$ cat config.mk
export PLATFORM = sky130hd
export DESIGN_NAME = fir_coeff_sequencer_flat
export DESIGN_NICKNAME = d
export VERILOG_FILES = /design/src/rtl/fir_coeff_sequencer_if.sv /design/src/rtl/fir_coeff_sequencer.sv /design/src/flat_wrapper.sv
export SDC_FILE = /design/constraint.sdc
export NUM_CORES = 1
export LEC_CHECK = 0
export CAP_MARGIN = 5
export CORE_ASPECT_RATIO = 1.2
export CORE_UTILIZATION = 57
export CTS_BUF_LIST = sky130_fd_sc_hd__clkbuf_16
export CTS_CLUSTER_DIAMETER = 80
export DETAILED_ROUTE_END_ITERATION = 8
export GPL_ROUTABILITY_DRIVEN = 1
export PLACE_DENSITY = 0.93
export SKIP_CTS_REPAIR_TIMING = 1
export SYNTH_ARGS = -nofsm -noshare
export SYNTH_HDL_FRONTEND = slang
export SYNTH_SLANG_ARGS = --single-unit
$ cat constraint.sdc
create_clock -name clk_i -period 4.8 [get_ports clk_i]
set_input_delay 0.96 -clock clk_i [delete_from_list [all_inputs] [get_ports clk_i]]
set_output_delay 0.96 -clock clk_i [all_outputs]
set_load 0.1 [all_outputs]
$ cat src/rtl/fir_coeff_sequencer_if.sv
// fir_coeff_sequencer_if: register-bus write/commit/run controls toward the sequencer and
//   the filter-side controls (coeff bank, ce, rst, valid, status) coming back from it.
// Latency: none here; pure bundle of wires. Backpressure: none, all controls are strobes/levels.
// master = register-bus/filter side, slave = fir_coeff_sequencer. Optional readback ports
// exist only when FIR_SEQ_READBACK_EN is defined.
interface fir_coeff_sequencer_if;
  logic        wr_i;
  logic [2:0]  wr_addr_i;
  logic [17:0] wr_data_i;
  logic        commit_i;
  logic        run_i;
  logic [89:0] coeff_o;
  logic        filt_ce_o;
  logic        filt_rst_o;
  logic        dat_valid_o;
  logic        busy_o;
  logic        commit_done_o;
  logic        bad_addr_o;
`ifdef FIR_SEQ_READBACK_EN
  logic [2:0]  rd_addr_i;
  logic        rd_sel_i;
  logic [17:0] rd_data_o;
`endif

  modport master (
    output wr_i, wr_addr_i, wr_data_i, commit_i, run_i,
`ifdef FIR_SEQ_READBACK_EN
    output rd_addr_i, rd_sel_i,
    input  rd_data_o,
`endif
    input  coeff_o, filt_ce_o, filt_rst_o, dat_valid_o, busy_o, commit_done_o, bad_addr_o
  );

  modport slave (
    input  wr_i, wr_addr_i, wr_data_i, commit_i, run_i,
`ifdef FIR_SEQ_READBACK_EN
    input  rd_addr_i, rd_sel_i,
    output rd_data_o,
`endif
    output coeff_o, filt_ce_o, filt_rst_o, dat_valid_o, busy_o, commit_done_o, bad_addr_o
  );
endinterface

$ cat src/rtl/fir_coeff_sequencer.sv
// fir_coeff_sequencer: shadow/active coefficient banks plus flush/fill sequencing for a 5-tap FIR.
// Latency: commit at edge N -> new coeff_o and filt_rst_o at N+1, valid + commit_done at N+FLUSH+FILL+1.
// Backpressure: none; commits during FLUSH/FILL merge into a one-deep pending flag.
// Ports: clk_i, rst_ni (synchronous, active low), bus (slave modport): wr_i/wr_addr_i/wr_data_i
//   shadow writes, commit_i, run_i, coeff_o (coeff k at [18k +: 18]), filt_ce_o, filt_rst_o,
//   dat_valid_o, busy_o, commit_done_o, bad_addr_o (sticky). All outputs registered.
// Optional: define FIR_SEQ_READBACK_EN for rd_addr_i/rd_sel_i/rd_data_o (1-cycle registered read).
module fir_coeff_sequencer #(
  parameter int FLUSH_CYCLES = 2,
  parameter int FILL_CYCLES  = 9,
  parameter int CNT_BITS     = 4
) (
  input  logic                  clk_i,
  input  logic                  rst_ni,
  fir_coeff_sequencer_if.slave  bus
);

  localparam int          NUM_TAPS = 5;
  localparam int          CW       = 18;
  localparam logic [2:0]  MAX_ADDR = 3'(NUM_TAPS - 1);
  localparam logic [CNT_BITS-1:0] FLUSH_LD = CNT_BITS'(FLUSH_CYCLES - 1);
  localparam logic [CNT_BITS-1:0] FILL_LD  = CNT_BITS'(FILL_CYCLES - 1);

  typedef enum logic [1:0] {
    ST_IDLE  = 2'd0,
    ST_FLUSH = 2'd1,
    ST_FILL  = 2'd2,
    ST_RUN   = 2'd3
  } state_e;

  state_e              state_q, state_d;
  logic [CNT_BITS-1:0] cnt_q, cnt_d;
  logic                pend_q, pend_d;
  // Set when the current FILL was entered from FLUSH, so reaching RUN confirms a commit.
  logic                flushed_q, flushed_d;
  logic                copy;
  logic                done_d;

  logic [CW-1:0]       shadow_q [NUM_TAPS];
  logic [CW-1:0]       active_q [NUM_TAPS];

  logic                ce_q, frst_q, valid_q, busy_q, done_q, bad_q;
  logic                ce_d, frst_d, valid_d, busy_d;
  logic                wr_ok;

  assign wr_ok = bus.wr_i && (bus.wr_addr_i <= MAX_ADDR);

  // Next-state logic. Outputs are decoded from state_d and registered, so
  // they line up with the state they describe.
  always_comb begin
    state_d   = state_q;
    cnt_d     = cnt_q;
    pend_d    = pend_q;
    flushed_d = flushed_q;
    copy      = 1'b0;
    done_d    = 1'b0;

    case (state_q)
      ST_IDLE: begin
        if (bus.commit_i || pend_q) begin
          state_d = ST_FLUSH;
          cnt_d   = FLUSH_LD;
          pend_d  = 1'b0;
          copy    = 1'b1;
        end else if (bus.run_i) begin
          state_d   = ST_FILL;
          cnt_d     = FILL_LD;
          flushed_d = 1'b0;
        end
      end

      ST_FLUSH: begin
        if (bus.commit_i) pend_d = 1'b1;
        if (cnt_q == '0) begin
          if (bus.run_i) begin
            state_d   = ST_FILL;
            cnt_d     = FILL_LD;
            flushed_d = 1'b1;
          end else begin
            state_d = ST_IDLE;
            done_d  = 1'b1;
          end
        end else begin
          cnt_d = cnt_q - 1'b1;
        end
      end

      ST_FILL: begin
        if (!bus.run_i) begin
          // Abort without confirmation; any merged commit survives into IDLE.
          state_d = ST_IDLE;
          cnt_d   = '0;
          pend_d  = pend_q | bus.commit_i;
        end else if (cnt_q == '0) begin
          if (pend_q || bus.commit_i) begin
            state_d = ST_FLUSH;
            cnt_d   = FLUSH_LD;
            pend_d  = 1'b0;
            copy    = 1'b1;
          end else begin
            state_d = ST_RUN;
            done_d  = flushed_q;
          end
        end else begin
          cnt_d = cnt_q - 1'b1;
          if (bus.commit_i) pend_d = 1'b1;
        end
      end

      ST_RUN: begin
        if (bus.commit_i) begin
          state_d = ST_FLUSH;
          cnt_d   = FLUSH_LD;
          copy    = 1'b1;
        end else if (!bus.run_i) begin
          state_d = ST_IDLE;
        end
      end

      default: begin
        state_d = ST_IDLE;
        cnt_d   = '0;
      end
    endcase
  end

  always_comb begin
    ce_d    = 1'b0;
    frst_d  = 1'b0;
    valid_d = 1'b0;
    busy_d  = 1'b0;
    case (state_d)
      ST_FLUSH: begin ce_d = 1'b1; frst_d = 1'b1; busy_d = 1'b1; end
      ST_FILL:  begin ce_d = 1'b1; busy_d = 1'b1; end
      ST_RUN:   begin ce_d = 1'b1; valid_d = 1'b1; end
      default:  ;
    endcase
  end

  always_ff @(posedge clk_i) begin
    if (!rst_ni) begin
      state_q   <= ST_IDLE;
      cnt_q     <= '0;
      pend_q    <= 1'b0;
      flushed_q <= 1'b0;
      ce_q      <= 1'b0;
      frst_q    <= 1'b1;
      valid_q   <= 1'b0;
      busy_q    <= 1'b0;
      done_q    <= 1'b0;
      bad_q     <= 1'b0;
      for (int k = 0; k < NUM_TAPS; k++) begin
        shadow_q[k] <= '0;
        active_q[k] <= '0;
      end
    end else begin
      state_q   <= state_d;
      cnt_q     <= cnt_d;
      pend_q    <= pend_d;
      flushed_q <= flushed_d;
      ce_q      <= ce_d;
      frst_q    <= frst_d;
      valid_q   <= valid_d;
      busy_q    <= busy_d;
      done_q    <= done_d;
      if (bus.wr_i && !wr_ok) bad_q <= 1'b1;
      if (wr_ok) shadow_q[bus.wr_addr_i] <= bus.wr_data_i;
      // Copy reads the pre-edge shadow, so a same-cycle write lands in shadow only.
      if (copy) active_q <= shadow_q;
    end
  end

  logic [NUM_TAPS*CW-1:0] coeff_flat;
  always_comb begin
    coeff_flat = '0;
    for (int k = 0; k < NUM_TAPS; k++) coeff_flat[CW*k +: CW] = active_q[k];
  end

  assign bus.coeff_o       = coeff_flat;
  assign bus.filt_ce_o     = ce_q;
  assign bus.filt_rst_o    = frst_q;
  assign bus.dat_valid_o   = valid_q;
  assign bus.busy_o        = busy_q;
  assign bus.commit_done_o = done_q;
  assign bus.bad_addr_o    = bad_q;

`ifdef FIR_SEQ_READBACK_EN
  logic [CW-1:0] rd_data_q;
  always_ff @(posedge clk_i) begin
    if (!rst_ni) begin
      rd_data_q <= '0;
    end else if (bus.rd_addr_i <= MAX_ADDR) begin
      rd_data_q <= bus.rd_sel_i ? active_q[bus.rd_addr_i] : shadow_q[bus.rd_addr_i];
    end else begin
      rd_data_q <= '0;
    end
  end
  assign bus.rd_data_o = rd_data_q;
`endif

endmodule
$ cat src/flat_wrapper.sv
// flat-port wrapper written by rule: the top's interface ports become plain ports
module fir_coeff_sequencer_flat 
#(
  parameter int FLUSH_CYCLES = 2,
  parameter int FILL_CYCLES  = 9,
  parameter int CNT_BITS     = 4
)
  (clk_i, rst_ni, bus_wr_i, bus_wr_addr_i, bus_wr_data_i, bus_commit_i, bus_run_i, bus_coeff_o, bus_filt_ce_o, bus_filt_rst_o, bus_dat_valid_o, bus_busy_o, bus_commit_done_o, bus_bad_addr_o);
  fir_coeff_sequencer_if bus_i ();
  input  logic clk_i;
  input  logic rst_ni;
  input wire logic [$bits(bus_i.wr_i)-1:0] bus_wr_i;
  input wire logic [$bits(bus_i.wr_addr_i)-1:0] bus_wr_addr_i;
  input wire logic [$bits(bus_i.wr_data_i)-1:0] bus_wr_data_i;
  input wire logic [$bits(bus_i.commit_i)-1:0] bus_commit_i;
  input wire logic [$bits(bus_i.run_i)-1:0] bus_run_i;
  output wire logic [$bits(bus_i.coeff_o)-1:0] bus_coeff_o;
  output wire logic [$bits(bus_i.filt_ce_o)-1:0] bus_filt_ce_o;
  output wire logic [$bits(bus_i.filt_rst_o)-1:0] bus_filt_rst_o;
  output wire logic [$bits(bus_i.dat_valid_o)-1:0] bus_dat_valid_o;
  output wire logic [$bits(bus_i.busy_o)-1:0] bus_busy_o;
  output wire logic [$bits(bus_i.commit_done_o)-1:0] bus_commit_done_o;
  output wire logic [$bits(bus_i.bad_addr_o)-1:0] bus_bad_addr_o;
  assign bus_i.wr_i = bus_wr_i;
  assign bus_i.wr_addr_i = bus_wr_addr_i;
  assign bus_i.wr_data_i = bus_wr_data_i;
  assign bus_i.commit_i = bus_commit_i;
  assign bus_i.run_i = bus_run_i;
  assign bus_coeff_o = bus_i.coeff_o;
  assign bus_filt_ce_o = bus_i.filt_ce_o;
  assign bus_filt_rst_o = bus_i.filt_rst_o;
  assign bus_dat_valid_o = bus_i.dat_valid_o;
  assign bus_busy_o = bus_i.busy_o;
  assign bus_commit_done_o = bus_i.commit_done_o;
  assign bus_bad_addr_o = bus_i.bad_addr_o;
  fir_coeff_sequencer #(.FLUSH_CYCLES(FLUSH_CYCLES), .FILL_CYCLES(FILL_CYCLES), .CNT_BITS(CNT_BITS)) u_core (.clk_i(clk_i), .rst_ni(rst_ni), .bus(bus_i));
endmodule
==> impl_metrics.json <==
{
  "status": "finished clean",
  "antennaDiodeCount": 0,
  "cp_data_arrival_time_ns": 3.53,
  "drt-initial-drc-count": 818,
  "synth_fp_nets": 964,
  "vias": 7287,
  "rsz0062_at_grt": "no",
  "rows": 45,
  "synthCells": 928,
  "multi_input_area_mm2": 0.00324,
  "p_leak_uw": 0.00302,
  "numPortBuffers": 121,
  "fin_crit_ns": 3.20,
  "critical_path.max_fanout": 57,
  "whs_endpoint": "u_core.shadow_q[55]",
  "power_density_mw_per_mm2": 406,
  "hold_viol_final": 0,
  "finalInstanceArea_mm2": 0.00923,
  "root_buffer": "clkbuf_16",
  "syn2layout_area_growth_pct": 23.0,
  "synth_area_leaders": "dfxtp_1 52%, a21oi_1 13%, nand2_1 9.5%",
  "clkLatencyLatePin_ns": 0.43,
  "clock_path_buffers": 2,
  "antenna_found_initial": 0,
  "start_util": 0.590,
  "post-route-period-util": 0.666,
  "nFillCells": 920,
  "critPathKind": "in -> reg",
  "htree_levels": 4,
  "r2r_start": "u_core.cnt_q[0]",
  "die_h_um": 128,
  "grt_pass1_vias": 6785,
  "ir_drop_mv": 0.202,
  "ff2ff_path_depth": 7,
  "cts_tree": "done",
  "ys_types": 51,
  "die_area_mm2": 0.0136,
  "numCtsBuffers": 17,
  "routabilityCongestion": 0.868,
  "synth-edff-count": 0,
  "power.total_uw": 3750,
  "drtPass1Iterations": 6,
  "track_usage": 0.317,
  "fin_tns_setup_ns": 0,
  "min_path_type": "reg -> reg",
  "synth.largest_area_cell": "dfxtp_1",
  "grt_start_max_net_pins": 110,
  "regArea_mm2": 0.00388,
  "wl_per_cell_um": 18.7,
  "hpwlAfterDp_um": 12700,
  "ios": 122,
  "max_slew_margin": 0.181,
  "fin_nets": 1030,
  "timing.fmax_mhz": 313,
  "synth_top_area_frac": 0.518,
  "syn_avg_cell_area_um2": 8.09,
  "fin_skew_ns": 0.00712,
  "synth.cell_area_mm2": 0.00750,
  "hold_start": "u_core.shadow_q[55]",
  "synth.yosys.seq_area_share": 0.518,
  "clk_pin_slew_ns": 0.07,
  "ant_nets": 0,
  "cap_violations": 0,
  "synth_seq_cells": 194,
  "synthTopCellsByCount": "194 x dfxtp_1, 192 x a21oi_1, 190 x nand2_1",
  "pre_cts_slack_ns": 1.26,
  "r2r-end": "u_core.bus.coeff_o[83]",
  "core_area_mm2": 0.0127,
  "clock_sinks": 194,
  "fin_ws_ns": 1.60,
  "worstSetupStartpointType": "input pin",
  "grt_pass1_wl_um": 33800,
  "async_reset_ff_frac": 0,
  "via_per_inst": 6.23,
  "grt_overflow": 0,
  "drive_gt1_frac": 0.0447,
  "synth_ff_type": "dfxtp_1",
  "worstMarginPinSlew_ns": 1.22,
  "cp-end-kind": "flip-flop",
  "dpl_cell_area_mm2": 0.00864,
  "setup_viol": 0,
  "worstHoldPathCells": 2,
  "synth_most_common_cell": "dfxtp_1",
  "reg2reg_slack_ns": 2.02,
  "slew_viol_final": 0,
  "drt_wl_total_um": 21900,
  "crit_required_ns": 5.14,
  "ys_warn_count": 0,
  "drc_errors": 0,
  "die_w_um": 107
}
sequential cells by signal, summed over array words and instances, names as in the netlist:
| register | cells |
|---|---|
| u_core.bus.coeff_o | 90 |
| u_core.shadow_q | 90 |
| u_core.cnt_q | 4 |
| u_core.state_q | 2 |
| u_core.bus.bad_addr_o | 1 |
| u_core.bus.busy_o | 1 |
| u_core.bus.commit_done_o | 1 |
| u_core.bus.dat_valid_o | 1 |
| u_core.bus.filt_ce_o | 1 |
| u_core.bus.filt_rst_o | 1 |
| u_core.flushed_q | 1 |
| u_core.pend_q | 1 |
area by class of cell:
type,count,share of cell area
multi-input cells,645,0.351
flip-flops and latches,194,0.421
clock buffers,17,0.0461
clock inverters,14,0.0175
well taps,164,0.0222
inverters,9,0.00393
repair buffers,127,0.139
worst max-delay path by stage:
stage	start	end	slack (ns)	cells past startpoint
6_report	bus_run_i	u_core.bus.coeff_o[83]	1.60	6
5_1_grt	bus_run_i	u_core.bus.coeff_o[42]	1.45	6
4_1_cts	bus_run_i	u_core.bus.coeff_o[12]	1.67	6
3_5_place_dp	bus_run_i	u_core.bus.coeff_o[12]	1.26	6
3_3_place_gp	bus_run_i	u_core.bus.coeff_o[89]	1.35	6
2_1_floorplan	bus_commit_i	u_core.bus.busy_o	2.41	7
cell usage in the layout, fill, tap and decap left out, types with 3 or more instances in the layout:
cell type,synthesis,routed
bufinv_16,0,3
inv_6,0,4
nand2_1,190,190
nor2b_1,3,3
o21ai_0,96,96
nor2_1,10,9
clkdlybuf4s50_1,0,121
ha_1,10,10
dfxtp_1,194,194
clkinv_2,0,4
nand3_1,93,93
a311oi_1,3,3
clkbuf_16,0,17
nand3b_1,4,4
buf_4,3,4
nor3b_1,3,3
a21oi_1,192,192
inv_1,9,9
and2_1,4,4
per-stage QoR:
step	instances	hold slack, ns	util
final	1170	0.457	0.725
after global routing	1170	0.472	0.725
after CTS	1170	0.455	0.725
after detailed placement	1139	0.447	0.679
after global placement	1139	0.442	0.679
after floorplan	928	0.437	-
kinds of logic (layout without fill, tap and decap cells):
family / count (synthesis) / after routing / synth area share
AO/OA/AOI/OAI: 314 / 314 / 0.223
adder cells (fa/ha/maj): 10 / 10 / 0.0167
buffers and inverters: 89 / 167 / 0.0537
flip-flops: 194 / 194 / 0.518
multiplexers: 2 / 2 / 0.00283
AND/OR/NAND/NOR: 319 / 319 / 0.187
metal layers:
layer	part of all wire	track usage
met2	0.48	0.513
met1	0.36	0.366
met5	0	0
met4	0.069	0.239
met3	0.093	0.0712
critical path, cell delays in order:
cell and delay (ns):
clkdlybuf4s50_1 0.70, nand2_1 0.36, o21a_2 0.52, buf_4 0.53, o21ai_0 0.20, a21oi_1 0.21
power by group:
| part | switching (µW) | internal, µW | leakage, µW |
|---|---|---|---|
| registers | 27.1 | 1650 | 0.00157 |
| clock network | 610 | 817 | 0.000297 |
| logic | 494 | 149 | 0.00115 |
Power figures use the tool's default switching activity.
